## src/rtl/fir_channel_scheduler.sv

```systemverilog
// Two-channel (RED/IR) symmetric 22-tap low-pass FIR sharing one pre-add/multiply/accumulate unit.
// Each channel owns a one-entry holding register and a private delay line; a round-robin FSM grants service.
module fir_channel_scheduler #(
  parameter int DATA_W = 8,
  parameter int ACC_W  = 20,
  parameter int NTAPS  = 22
) (
  input  logic              CLK_Filter,
  input  logic              rst,
  input  logic              red_valid,
  input  logic [DATA_W-1:0] red_data,
  output logic              red_ready,
  input  logic              ir_valid,
  input  logic [DATA_W-1:0] ir_data,
  output logic              ir_ready,
  output logic              out_valid,
  output logic              out_ch,
  output logic [ACC_W-1:0]  out_data,
  output logic              busy
);

  localparam int NSTEP  = NTAPS / 2;
  localparam int STEP_W = $clog2(NSTEP);
  localparam int IDX_W  = $clog2(NTAPS);
  localparam int COEF_W = 8;
  localparam int PROD_W = DATA_W + 1 + COEF_W;

  localparam logic [COEF_W-1:0] COEFS [NSTEP] = '{
    8'd2, 8'd10, 8'd16, 8'd28, 8'd43, 8'd60, 8'd78, 8'd95, 8'd111, 8'd122, 8'd128
  };

  typedef enum logic [1:0] {IDLE, SHIFT, MAC, DONE} state_t;

  state_t              state, state_nx;
  logic                grant, grant_nx;
  logic [STEP_W-1:0]   step;
  logic [ACC_W-1:0]    acc, acc_nx;
  logic [1:0]          hold_full;
  logic [DATA_W-1:0]   tap_lo [2];
  logic [DATA_W-1:0]   tap_hi [2];
  logic [IDX_W-1:0]    idx_lo, idx_hi;
  logic [PROD_W-1:0]   term;

  function automatic logic [PROD_W-1:0] mac_term(input logic [COEF_W-1:0] c,
                                                 input logic [DATA_W-1:0] a,
                                                 input logic [DATA_W-1:0] b);
    logic [DATA_W:0] pre;
    pre = {1'b0, a} + {1'b0, b};
    return PROD_W'(c) * PROD_W'(pre);
  endfunction

  assign idx_lo = IDX_W'(step);
  assign idx_hi = IDX_W'(NTAPS - 1) - IDX_W'(step);
  assign term   = mac_term(COEFS[step], tap_lo[grant], tap_hi[grant]);
  assign acc_nx = acc + ACC_W'(term);

  // Per-channel holding register and delay line; only the granted channel is touched by SHIFT.
  for (genvar c = 0; c < 2; c++) begin : g_ch
    logic              valid_in;
    logic [DATA_W-1:0] data_in;
    logic              full;
    logic [DATA_W-1:0] hold;
    logic [DATA_W-1:0] line [NTAPS];
    logic              shift_en;

    assign valid_in = (c == 0) ? red_valid : ir_valid;
    assign data_in  = (c == 0) ? red_data  : ir_data;
    assign shift_en = (state == SHIFT) && (grant == 1'(c));

    always_ff @(posedge CLK_Filter or posedge rst) begin
      if (rst) begin
        full <= 1'b0;
        hold <= '0;
      end else if (shift_en) begin
        full <= 1'b0;
      end else if (valid_in && !full) begin
        full <= 1'b1;
        hold <= data_in;
      end
    end

    always_ff @(posedge CLK_Filter or posedge rst) begin
      if (rst) begin
        for (int i = 0; i < NTAPS; i++) line[i] <= '0;
      end else if (shift_en) begin
        line[0] <= hold;
        for (int i = 1; i < NTAPS; i++) line[i] <= line[i-1];
      end
    end

    assign hold_full[c] = full;
    assign tap_lo[c]    = line[idx_lo];
    assign tap_hi[c]    = line[idx_hi];
  end

  assign red_ready = !hold_full[0];
  assign ir_ready  = !hold_full[1];
  assign out_valid = (state == DONE);
  assign busy      = (state != IDLE);

  always_ff @(posedge CLK_Filter or posedge rst) begin
    if (rst) state <= IDLE;
    else     state <= state_nx;
  end

  always_comb begin
    state_nx = state;
    grant_nx = grant;
    case (state)
      IDLE: begin
        if (hold_full != 2'b00) begin
          state_nx = SHIFT;
          // On a tie, serve the channel that was not served last.
          grant_nx = (hold_full == 2'b11) ? ~grant : hold_full[1];
        end
      end
      SHIFT:   state_nx = MAC;
      MAC:     if (step == STEP_W'(NSTEP - 1)) state_nx = DONE;
      DONE:    state_nx = IDLE;
      default: state_nx = IDLE;
    endcase
  end

  always_ff @(posedge CLK_Filter or posedge rst) begin
    if (rst) begin
      grant    <= 1'b1;
      step     <= '0;
      acc      <= '0;
      out_ch   <= 1'b0;
      out_data <= '0;
    end else begin
      grant <= grant_nx;
      case (state)
        SHIFT: begin
          acc  <= '0;
          step <= '0;
        end
        MAC: begin
          acc  <= acc_nx;
          step <= step + 1'b1;
          if (step == STEP_W'(NSTEP - 1)) begin
            out_data <= acc_nx;
            out_ch   <= grant;
          end
        end
        default: ;
      endcase
    end
  end

endmodule

```

## config.mk

```make
export PLATFORM = sky130hd
export DESIGN_NAME = fir_channel_scheduler
export DESIGN_NICKNAME = d
export VERILOG_FILES = /design/src/rtl/fir_channel_scheduler.sv
export SDC_FILE = /design/constraint.sdc
export NUM_CORES = 1
export LEC_CHECK = 0
export BUFFER_PORTS_ARGS = -buffer_cell sky130_fd_sc_hd__buf_2
export CORE_MARGIN = 2
export CORE_UTILIZATION = 40
export DETAILED_ROUTE_END_ITERATION = 8
export MAX_ROUTING_LAYER = met4
export PLACE_DENSITY = 0.62
export SKIP_LAST_GASP = 1
export SLEW_MARGIN = 20
export SYNTH_ARGS = -nofsm -noshare
export SYNTH_HDL_FRONTEND = slang
export SYNTH_SLANG_ARGS = --single-unit
```

## constraint.sdc

```tcl
create_clock -name CLK_Filter -period 17.35 [get_ports CLK_Filter]
set_clock_uncertainty 0.15 [all_clocks]
set_input_delay 1.735 -clock CLK_Filter [delete_from_list [all_inputs] [get_ports CLK_Filter]]
set_output_delay 1.735 -clock CLK_Filter [all_outputs]
set_load 0.02 [all_outputs]
```

==> flow_summary_export.csv <==
group,metric,value,unit
global_routing,track_usage,17.7,%
critical_path,crit_path_frequent_cell,"fa_1",
synthesis,post-synth-top-count-cell,"dfrtp_1",
worst_hold_path,holdPathEnd,"out_data[5]",
synthesis,synth-xor-area-share,0.887,%
critical_path,critPathBufInv,4,
place,port_buffers,44,
synthesis,synthMuxAreaShare,34.3,%
sta,fin_crit_sh,55.9,%
synthesis,synth.distinct_cells,57,
finish,syn2layout_area_growth,11.0,%
worst_hold_path,holdCritStartpoint,"out_data[5]",
routing,routed_via_density,5.52,
critical_path,start_kind,"register",
critical_path,r2r_cells,26,
place,gp_congestion,0.895,
floorplanning,io_pins,45,
critical_path,r2r_start,"step[0]",
synthesis,netlist_instances,1743,
clock_network,cts_tree,"done",
flow_run,maxCapViolCount,0,
clock_network,cts_setup_buffers,0,
sta,maxSlewHeadroom,21.6,%
critical_path,cpMaxStageDelayCell,"buf_4",
power,powerDensity,190,nW/um^2
synthesis,synth_compound_area_share,4.65,%
sta,final.setup.tns,0,ns
routing,vias,14200,
power,power.leakage,0.0121,uW
sta,tightest_slew,1.18,ns
clock_network,clock_path_buffers,3,
clock_network,htree_levels,2,
synthesis,synthAdderAreaFrac,8.22,%
clock_network,cts.reportedPaths.clkPinSlew,0.06,ns
synthesis,synth.top_cells.by_count,"dfrtp_1, mux2_2, mux4_2, inv_1, nand2_1",
floorplanning,core_area,58800,um^2
worst_hold_path,hold-path-cell-count,2,
critical_path,cp_data_arrival_time,10.02,ns
finish,drive_gt1_share,40.0,%
place,dp.final_hpwl,33400,um
sta,setup_viol,0,
critical_path,crit_family,"compound AO/OA/AOI/OAI gates",
clock_network,numClockSinks,418,
clock_network,cts_hold_buf,0,
clock_network,numCtsBuffers,47,
critical_path,critPathMaxStageDelay,0.76,ns
sta,period_needed,9.70,ns
floorplanning,design.die.area,61200,um^2
global_routing,grt_overflow_total,0,
floorplanning,die_h,247,um
global_routing,grt_max_degree,179,
clock_network,clock_latency,0.58,ns
synthesis,synth.ff_latch_count,418,
critical_path,rrSetupSlack,7.65,ns
synthesis,synth_edf_count,0,
synthesis,ys_seq_area_share,44.1,%
routing,postRouteAntennaNets,0,
finish,final_util,44.8,%
global_routing,antenna_found_initial,0,
floorplanning,die_w,247,um
floorplanning,start_util,40.3,%
finish,layout.nets,1895,
synthesis,synth_top_family_by_area,"multiplexers",
synthesis,netlist.area_leader.share,44.0,%
synthesis,avgSynthCellArea,13.6,um^2
critical_path,crit_path_end_kind,"register",
global_routing,grt_pass1_wl,83800,um
finish,num-fill-cells,5352,
synthesis,yosys_warnings,0,
power,vdd_drop_max,0.130,mV
routing,first_pass_iters,4,
sta,hold_violations,0,
synthesis,synthSimpleGateAreaFrac,3.93,%
global_routing,grt_pass1_vias,14800,
synthesis,synth_area_leaders,"dfrtp_1, mux2_2, mux4_2",
sta,slew_violations,0,
routing,wl_per_cell,19.8,um
synthesis,syn-num-nets,1884,
synthesis,ys.flop_type,"dfrtp_1",
critical_path,path_max_fanout,50,
sta,clock.fmax,103,MHz
clock_network,root_buffer,"clkbuf_16",
critical_path,worstPathRequired,17.67,ns
synthesis,yosysTopAreaCell,"dfrtp_1",
synthesis,synth_area,23700,um^2
routing,drc,0,
run_status,run_status,"finished, final reports clean",
worst_hold_path,hp-class,"reg2reg",
critical_path,path_class,"reg2reg",
floorplanning,core.rowCount,89,
routing,drt_iter0_drc,856,
finish,antenna_cells,0,
critical_path,timing.rr.end,"out_data[13]",
routing,drt-total-wl,50900,um
sta,rsz0062_at_grt,"false",
clock_network,cts_resized,0,
synthesis,synthArstFlopShare,100,%
## stage by stage
stage	total power, uW	setup slack [ns]	cell area, um^2	std cells	hold slack (ns)
2_1_floorplan	3330	3.83	23700	1743	0.314
6_report	5000	7.65	26300	2563	0.322
3_5_place_dp	3950	7.61	24600	2477	0.317
3_3_place_gp	3880	7.66	24600	2477	0.309
4_1_cts	5050	7.57	26300	2562	0.331
5_1_grt	5400	6.93	26300	2563	0.353
## area by class of cell
| type | instances | area, um^2 | share of cell area [%] |
|---|---|---|---|
| multi-input combinational | 1109 | 12300 | 46.9 |
| sequential | 418 | 10500 | 39.8 |
| clock buffer | 59 | 1300 | 4.94 |
| tap | 773 | 967 | 3.68 |
| timing repair buffer | 67 | 429 | 1.63 |
| inverter | 111 | 424 | 1.61 |
| clock inverter | 26 | 387 | 1.47 |
## sequential cells by signal, indices dropped and copies added, names as in the netlist
| signal | cells |
|---|---|
| acc | 20 |
| out_ch | 1 |
| g_ch.hold | 16 |
| grant | 1 |
| out_data | 20 |
| step | 4 |
| g_ch.full | 2 |
| state | 2 |
| g_ch.line | 352 |
## how the worst max path moves through the flow
stage	from	to	slack, ns	depth (start not counted)
6_report	step[0]	out_data[13]	7.65	26
3_3_place_gp	step[0]	out_data[13]	7.66	28
2_1_floorplan	rst	acc[0]	3.83	1
5_1_grt	step[0]	out_data[13]	6.93	27
3_5_place_dp	step[0]	out_data[13]	7.61	28
4_1_cts	step[0]	out_data[13]	7.57	28
## cells by family after synthesis
family,Yosys count
AO/OA/AOI/OAI,179
XOR/XNOR,24
adder cells (fa/ha/maj),121
buffers and inverters,216
flip-flops,418
multiplexers,577
AND/OR/NAND/NOR,208
## layer usage
metal | global-route usage (%) | vias to the layer above | wire length (um)
met5 | - | - | 0
met4 | 4.10 | 0 | 909
met3 | 2.53 | 68 | 2070
met2 | 27.6 | 265 | 24100
met1 | 24.6 | 7427 | 23800
li1 | - | 6391 | -
## power by group
group | switching (uW) | total, uW | internal, uW
logic | 1360 | 2490 | 1140
clock network | 417 | 1080 | 666
registers | 223 | 1420 | 1200
total | 2000 | 5000 | 3000
## cell usage in the layout, fill, tap and decap left out, types with 7 or more instances in the layout
| cell | n |
|---|---|
| o21ai_0 | 58 |
| clkbuf_8 | 8 |
| ha_1 | 63 |
| bufinv_16 | 9 |
| nand3_1 | 10 |
| xnor2_1 | 15 |
| inv_1 | 108 |
| mux2i_1 | 24 |
| nor2b_1 | 9 |
| mux2_2 | 405 |
| nor2_1 | 52 |
| mux4_2 | 147 |
| and2_1 | 7 |
| a221oi_1 | 11 |
| clkinv_2 | 10 |
| buf_2 | 44 |
| nand2_1 | 101 |
| a22oi_1 | 14 |
| a21oi_1 | 43 |
| buf_4 | 20 |
| xor2_1 | 9 |
| dfrtp_1 | 414 |
| a21o_1 | 7 |
| fa_1 | 58 |
| o22ai_1 | 14 |
| clkbuf_16 | 47 |
## worst min-delay path: stages, from the launching register on
cell,delay (ns)
dfrtp_1,0.33
nand2_1,0.05
o21ai_0,0.06
(Power assumes the default switching activity.)
